--- config.mk ---
export PLATFORM = sky130hd
export DESIGN_NAME = onehot_select_unit
export DESIGN_NICKNAME = d
export VERILOG_FILES = /design/src/rtl/cap17_sel_pkg.sv /design/src/rtl/sel_onehot_dec.sv /design/src/rtl/onehot_select_unit.sv
export SDC_FILE = /design/constraint.sdc
export NUM_CORES = 1
export LEC_CHECK = 0
export BUFFER_PORTS_ARGS = -buffer_cell sky130_fd_sc_hd__buf_4
export CORE_MARGIN = 2
export CORE_UTILIZATION = 55
export DETAILED_ROUTE_END_ITERATION = 10
export PLACE_DENSITY = 0.79
export SLEW_MARGIN = 5
export SYNTH_ARGS = -nofsm -noshare
export SYNTH_HDL_FRONTEND = slang
export SYNTH_SLANG_ARGS = --single-unit
export TNS_END_PERCENT = 1
--- constraint.sdc ---
create_clock -name clk -period 2.7 [get_ports clk]
set_clock_uncertainty 0.2 [all_clocks]
set_input_delay 0.27 -clock clk [delete_from_list [all_inputs] [get_ports clk]]
set_output_delay 0.27 -clock clk [all_outputs]
set_load 0.02 [all_outputs]
--- src/rtl/cap17_sel_pkg.sv ---
// Shared constants for the CAP17 one-hot select unit: mode codes,
// FSM state encodings and the internal counter width.
package cap17_sel_pkg;

    localparam logic [1:0] MODE_DIRECT = 2'b00;
    localparam logic [1:0] MODE_SCAN   = 2'b01;
    localparam logic [1:0] MODE_PULSE  = 2'b10;
    localparam logic [1:0] MODE_OFF    = 2'b11;

    localparam logic [1:0] ST_IDLE   = 2'd0;
    localparam logic [1:0] ST_DIRECT = 2'd1;
    localparam logic [1:0] ST_SCAN   = 2'd2;
    localparam logic [1:0] ST_PULSE  = 2'd3;

    localparam int unsigned CNT_W = 8;

endpackage

--- src/rtl/sel_onehot_dec.sv ---
// Combinational SEL_W -> 2**SEL_W one-hot decoder; all-zero when disabled.
module sel_onehot_dec #(
    parameter  int unsigned SEL_W = 3,
    localparam int unsigned OUT_W = 2 ** SEL_W
) (
    input  logic             en,
    input  logic [SEL_W-1:0] sel,
    output logic [OUT_W-1:0] dec
);

    // Set exactly the selected line when enabled.
    always_comb begin
        dec = '0;
        if (en) begin
            dec[sel] = 1'b1;
        end
    end

endmodule

--- src/rtl/onehot_select_unit.sv ---
// Registered one-hot select generator with DIRECT, SCAN and timed PULSE
// modes. The single decoder is driven by the next-cycle line index and
// enable, so dec_out and idx_out are always updated together.
module onehot_select_unit
    import cap17_sel_pkg::*;
#(
    parameter  int unsigned SEL_W     = 3,
    parameter  int unsigned PULSE_LEN = 4,
    parameter  int unsigned SCAN_DIV  = 1,
    localparam int unsigned OUT_W     = 2 ** SEL_W
) (
    input  logic             clk,
    input  logic             rst_n,
    input  logic             en,
    input  logic [1:0]       mode,
    input  logic [SEL_W-1:0] sel_in,
    input  logic             start,
    output logic [OUT_W-1:0] dec_out,
    output logic [SEL_W-1:0] idx_out,
    output logic             busy,
    output logic             done
);

    localparam logic [CNT_W-1:0] PULSE_LOAD = CNT_W'(PULSE_LEN - 1);
    localparam logic [CNT_W-1:0] SCAN_LAST  = CNT_W'(SCAN_DIV - 1);

    logic [1:0]       state_q, state_d;
    logic [OUT_W-1:0] dec_q, dec_d;
    logic [SEL_W-1:0] idx_q, idx_d;
    logic             busy_q, busy_d;
    logic             done_q, done_d;
    logic [CNT_W-1:0] scan_cnt_q, scan_cnt_d;
    logic [CNT_W-1:0] pulse_cnt_q, pulse_cnt_d;

    logic             dec_on;
    logic [SEL_W-1:0] dec_idx;

    // Next-state, next-line and counter logic; counters and strobes clear by default.
    always_comb begin
        state_d     = state_q;
        dec_on      = 1'b0;
        dec_idx     = idx_q;
        busy_d      = 1'b0;
        done_d      = 1'b0;
        scan_cnt_d  = '0;
        pulse_cnt_d = '0;

        if (!en) begin
            state_d = ST_IDLE;
        end else begin
            case (state_q)
                ST_IDLE: begin
                    case (mode)
                        MODE_DIRECT: begin
                            state_d = ST_DIRECT;
                            dec_on  = 1'b1;
                            dec_idx = sel_in;
                        end
                        MODE_SCAN: begin
                            state_d = ST_SCAN;
                            dec_on  = 1'b1;
                            dec_idx = '0;
                        end
                        MODE_PULSE: begin
                            if (start) begin
                                state_d     = ST_PULSE;
                                dec_on      = 1'b1;
                                dec_idx     = sel_in;
                                busy_d      = 1'b1;
                                pulse_cnt_d = PULSE_LOAD;
                            end
                        end
                        default: begin
                        end
                    endcase
                end
                ST_DIRECT: begin
                    if (mode == MODE_DIRECT) begin
                        dec_on  = 1'b1;
                        dec_idx = sel_in;
                    end else begin
                        state_d = ST_IDLE;
                    end
                end
                ST_SCAN: begin
                    if (mode == MODE_SCAN) begin
                        dec_on = 1'b1;
                        if (scan_cnt_q == SCAN_LAST) begin
                            dec_idx = idx_q + SEL_W'(1);
                            done_d  = (idx_q == '1);
                        end else begin
                            scan_cnt_d = scan_cnt_q + CNT_W'(1);
                        end
                    end else begin
                        state_d = ST_IDLE;
                    end
                end
                ST_PULSE: begin
                    if (pulse_cnt_q == '0) begin
                        state_d = ST_IDLE;
                        done_d  = 1'b1;
                    end else begin
                        dec_on      = 1'b1;
                        busy_d      = 1'b1;
                        pulse_cnt_d = pulse_cnt_q - CNT_W'(1);
                    end
                end
                default: begin
                    state_d = ST_IDLE;
                end
            endcase
        end
    end

    sel_onehot_dec #(
        .SEL_W(SEL_W)
    ) u_dec (
        .en (dec_on),
        .sel(dec_idx),
        .dec(dec_d)
    );

    // idx_out tracks the decoder index, which holds its last value when no line is on.
    assign idx_d = dec_idx;

    // State and output registers with asynchronous active-low reset.
    always_ff @(posedge clk or negedge rst_n) begin
        if (!rst_n) begin
            state_q     <= ST_IDLE;
            dec_q       <= '0;
            idx_q       <= '0;
            busy_q      <= 1'b0;
            done_q      <= 1'b0;
            scan_cnt_q  <= '0;
            pulse_cnt_q <= '0;
        end else begin
            state_q     <= state_d;
            dec_q       <= dec_d;
            idx_q       <= idx_d;
            busy_q      <= busy_d;
            done_q      <= done_d;
            scan_cnt_q  <= scan_cnt_d;
            pulse_cnt_q <= pulse_cnt_d;
        end
    end

    assign dec_out = dec_q;
    assign idx_out = idx_q;
    assign busy    = busy_q;
    assign done    = done_q;

endmodule

==> reports/summary.txt, run 1 <==
DIE HEIGHT: 61.8 µm
Setup violators final: 0
DRC: 0
Initial cell density of the core: 59.2%
Critical path required time: 2.73 ns
Hold Fails Final Rpt: 0
Dpl ws: 0.347 ns
M1 GR Usage: 24.0%
Largest net degree at the start of global routing: 32
Fin. max-slew vios: 0
Status: finished, final reports clean
CTS Buf Count: 5
DP Wirelength: 2.72 mm
Global-route wire length before repair: 5.99 mm
Post-cts sizing count: 0
Proportion of layout cells with a drive suffix above 1: 18.1%
Post-synthesis async set-or-reset flop share: 100%
Met2 usage: 39.8%
Nets: 239
Synth warn: 0
Pwr dens: 596 nW/µm²
Clock slew seen by the registers of the worst setup and hold paths: 0.11 ns
Fmax: 434 MHz
Seq/Total Area, Yosys: 42.3%
Drt pass-1 iters: 4
Ports: 22
H-tree levels: 2
Total Wirelength: 3.63 mm
Clk_lat worst skew: 0.33 ns
Syn Inst Count: 191
Mapped cell area: 1840 µm²
Worst vdd ir: 0.400 mV
Clock buffer depth: 2
Via count: 1429
Crit end category: register
CP Class: reg -> reg
CP startpoint kind: register
RSZ-0062 raised after global routing: no
Most used routing layer: met2
Full die area: 3820 µm²
Worst hold path class: in -> reg
Root Buffer: clkbuf_4
Period utilization: 85.3%
Dominant synthesized flop cell: dfrtp_1
Row count: 20
Worst-margin pin slew: 0.601 ns
Synthesized flop and latch total: 31
Min setup slack post-route: 0.398 ns
Antenna violations before repair: 0
TNS Setup: 0 ns
Die Width: 61.8 µm
DR WL/cell: 14.0 µm
Max Cap Violations: 0
Fin crit period: 2.30 ns
Post-CTS Setup Bufs: 0
P_leak: 1.06 nW
Most frequent cells in the layout: dfrtp_1, nor2_1, buf_4
Worst Path Max Fanout: 8
Post-CTS Hold Fix Bufs: 1
Iteration-0 DRC Markers: 71
Slew HR: 59.6%
GRT overflow: 0
Most common cell after layout, fill and taps aside: dfrtp_1
Routed Antenna Nets: 0
Area Overhead vs Synth: 14.0%
Tot GR Track Use: 21.4%
Synthesized net count: 216
GP Congestion: 0.883
Number of synthesized flops with an enable pin: 0
Vias in the first global route: 1419
PortBufs: 21
CTS tree: yes
Total clock sinks: 31
Antenna cells: 0
Worst hold slack: 0.0243 ns
Routed vias/inst: 5.52
Core Box Area: 3100 µm²
Syn_area_per_cell: 9.61 µm²
Routing usage on met3: 5.80%
Unique masters post-synth: 42
CP arrival: 2.34 ns
[cells by family after synthesis]
kind of cell,Yosys count,synth area share (%)
flops,31,42.3
mux,5,2.93
xor+xnor,12,5.73
simple gates,83,25.2
compound gates,24,8.79
fa+ha+maj,16,10.9
buf+inv,20,4.16
[flip-flops by register name (all words and copies together) (netlist names)]
signal,flops
dec_out,8
busy,1
state_q,2
done,1
scan_cnt_q,8
pulse_cnt_q,8
idx_out,3
[synth_stat cells (all sizes together) (2+ instances only)]
library cell / number / share of area, %
nand3: 10 / 2.7
inv: 14 / 2.9
ha: 16 / 11
a211o: 2 / 0.95
or4: 2 / 1.2
nand3b: 3 / 1.2
nor3: 5 / 1.4
a32oi: 2 / 0.95
nand4: 2 / 0.68
mux2i: 2 / 1.1
and3: 4 / 1.4
dfrtp: 31 / 42
nand2: 15 / 3.1
nor3b: 5 / 2.0
nor2b: 3 / 1.0
clkbuf: 5 / 1.0
and3b: 2 / 0.95
xor2: 8 / 3.8
o21ai: 10 / 2.7
nor4: 2 / 1.0
nand4b: 3 / 1.4
a21oi: 3 / 0.82
nor2: 21 / 4.3
mux2: 3 / 1.8
xnor2: 4 / 1.9
[area by class of cell]
class                           count  area [µm²]
Clock buffer                        5        37.5
Clock inverter                      3        20.0
Fill cell                         269        1010
Inverter                           14        52.6
Multi-Input combinational cell    140         983
Sequential cell                    31         776
Tap cell                           44        55.1
Timing Repair Buffer               22         168
[per-stage QoR]
| stage | power, mW | cells | area, µm² | util (%) |
|---|---|---|---|---|
| final | 1.25 | 259 | 2090 | 67.4 |
| after global routing | 1.33 | 259 | 2090 | 67.4 |
| after CTS | 1.26 | 259 | 2090 | 67.4 |
| after detailed placement | 0.986 | 250 | 2020 | 65.2 |
| after global placement | 0.971 | 250 | 2020 | 65.2 |
| after floorplan | 0.845 | 191 | 1840 | - |
[final timing paths]
kind | end | cells past startpoint | slack (ns) | startpoint
max | dec_out[6] | 6 | 0.40 | state_q[0]
min | state_q[1] | 3 | 0.02 | en
max reg2reg | dec_out[6] | 6 | 0.40 | state_q[0]
min reg2reg | pulse_cnt_q[0] | 1 | 0.35 | pulse_cnt_q[0]
max in group asynchronous | scan_cnt_q[6] | 2 | 1.82 | rst_n
min in group asynchronous | pulse_cnt_q[4] | 2 | 0.19 | rst_n
[report_power, final]
| group | internal [mW] | switching, mW | total [mW] |
|---|---|---|---|
| Combinational | 0.183 | 0.235 | 0.419 |
| Clock | 0.0993 | 0.167 | 0.267 |
| Sequential | 0.506 | 0.0541 | 0.561 |
| Total | 0.789 | 0.457 | 1.25 |
[routing by layer]
metal,part of all wire (%),up-vias
met3,5.0,2
met5,0,-
met4,0.58,0
met1,41,687
li1,-,703
met2,53,37
[critical path, stage by stage, from the launching register on]
cell and delay (ns):
dfrtp_1 0.43, ha_1 0.25, nand2b_1 0.27, or4_4 0.56, a21boi_2 0.17, or3b_4 0.16
and3b_1 0.17
No activity file was read; power rests on OpenSTA's default activity.
==> run 2: changes to the inputs <==
- CORE_UTILIZATION: 55 -> 57
- PLACE_DENSITY: 0.79 -> 0.81
==> reports/summary.txt, run 2 (synthesized netlist as in run 1, its figures left out) <==
Gate power share: 30.9%
PortBufs: 21
Slew HR: 62.3%
Root Buffer: clkbuf_4
Worst-margin pin slew: 0.561 ns
Initial cell density of the core: 60.1%
Worst R2R Start: state_q[0]
Antenna cells: 0
Routed Antenna Nets: 0
Core Box Area: 3050 µm²
WP buf/inv: 0
Max Cap Violations: 0
Global-route wire length before repair: 6.22 mm
Routing usage on met3: 7.25%
Fin crit period: 2.34 ns
Fmax: 427 MHz
Total Wirelength: 3.78 mm
Cells on worst reg2reg path: 6
Setup violators final: 0
GRT overflow: 0
Internal: 0.908 mW
Pwr dens: 641 nW/µm²
Routed vias/inst: 5.65
RR Endpoint: dec_out[6]
Worst vdd ir: 0.395 mV
Filler Cell Count: 272
H-tree levels: 2
Drt pass-1 iters: 4
Nets: 240
Proportion of layout cells with a drive suffix above 1: 18.5%
P_leak: 1.09 nW
DP Wirelength: 2.80 mm
Crit-path max cell delay: 0.56 ns
Status: finished, final reports clean
Fin. max-slew vios: 0
DRC: 0
Worst setup path startpoint: state_q[0]
Crit end category: register
GP Congestion: 0.860
Full die area: 3690 µm²
RSZ-0062 raised after global routing: no
Instance count on the critical path: 6
Iteration-0 DRC Markers: 70
Cell-by-cell listing of the critical path: ha_1, nand2b_1, or4_4, a21boi_2, or3b_4, and3b_1
CP arrival: 2.38 ns
CP max stage cell: or4_4
CTS tree: yes
Most used routing layer: met2
Worst setup endpoint: dec_out[6]
Most common cell after layout, fill and taps aside: dfrtp_1
CTS Buf Count: 5
Critical path required time: 2.73 ns
CP startpoint kind: register
Clock network fraction of total power: 27.9%
Worst hold path class: in -> reg
Crit-path leading delay family: simple AND/OR/NAND/NOR gates
Net load switching power: 0.456 mW
Via count: 1470
Die Width: 60.7 µm
Period utilization: 86.7%
Final Util: 69.7%
Met2 usage: 42.7%
Hold Fails Final Rpt: 0
TNS Setup: 0 ns
DR WL/cell: 14.5 µm
Clk_lat worst skew: 0.34 ns
Vias in the first global route: 1430
M1 GR Usage: 25.9%
Tot GR Track Use: 23.8%
Worst Path Max Fanout: 8
Antenna violations before repair: 0
Area Overhead vs Synth: 16.0%
Row count: 20
Reg2Reg Setup Slack: 0.36 ns
Clock buffer depth: 2
Total clock sinks: 31
Seq pwr share: 41.2%
Largest net degree at the start of global routing: 32
CP Class: reg -> reg
Most frequent cells in the layout: dfrtp_1, buf_4, nor2_1
DIE HEIGHT: 60.7 µm
Ports: 22
Sw Ratio: 33.4%
Clock slew seen by the registers of the worst setup and hold paths: 0.10 ns
run 2: cell count changes in the layout (fill, tap and decap cells not counted), sizes merged:
cell / change
clkbuf: +1
bufinv: +1
buf: +1
clkinvlp: -2
run 2: how the worst min path moves through the flow:
stage                      from              to  slack [ns]  depth (start not counted)
after floorplan           rst_n            busy       -0.23                          0
after global placement    rst_n  pulse_cnt_q[0]        0.01                          1
after detailed placement  rst_n  pulse_cnt_q[1]        0.02                          1
after CTS                    en            done       0.006                          2
after global routing         en            done        0.01                          2
final                        en            done        0.02                          2
run 2: metal layers:
metal | wire length, µm | share of wire, %
met5 | 0 | 0
met4 | 87 | 2.3
met3 | 191 | 5.1
met2 | 1990 | 53
met1 | 1510 | 40
run 2: through the flow:
| stage | std cells | power (mW) | area [µm²] | hold WS [ns] | setup WS (ns) |
|---|---|---|---|---|---|
| 4_1_cts | 260 | 1.37 | 2130 | 0.00596 | 0.371 |
| 6_report | 260 | 1.36 | 2130 | 0.0176 | 0.359 |
| 2_1_floorplan | 191 | 0.845 | 1840 | -0.226 | 0.464 |
| 3_5_place_dp | 251 | 0.984 | 2030 | 0.0199 | 0.333 |
| 5_1_grt | 260 | 1.44 | 2130 | 0.0129 | 0.253 |
| 3_3_place_gp | 251 | 0.967 | 2030 | 0.0120 | 0.426 |
run 2: cell type report:
cell class / count / area, µm² / share of cell area (%)
clock buffers: 6 / 51.3 / 2.41
clock inverters: 2 / 35.0 / 1.65
inverters: 14 / 52.6 / 2.47
multi-input cells: 140 / 983 / 46.2
flip-flops and latches: 31 / 776 / 36.4
well taps: 44 / 55.1 / 2.59
repair buffers: 23 / 175 / 8.23
run 2: power groups by stage:
stage	Combinational, mW	Sequential [mW]	Clock [mW]
after floorplan	0.248	0.597	0
after global placement	0.400	0.567	0
after detailed placement	0.413	0.571	0
after CTS	0.420	0.562	0.388
after global routing	0.467	0.569	0.409
final	0.421	0.562	0.381
run 2: timing repair:
item                                   CTS  global route
endpoints found under the hold margin   31             0
hold buffers                             1             0
buffers inserted                         0             0
setup endpoints to repair                0             0
gates resized for setup                  0             0
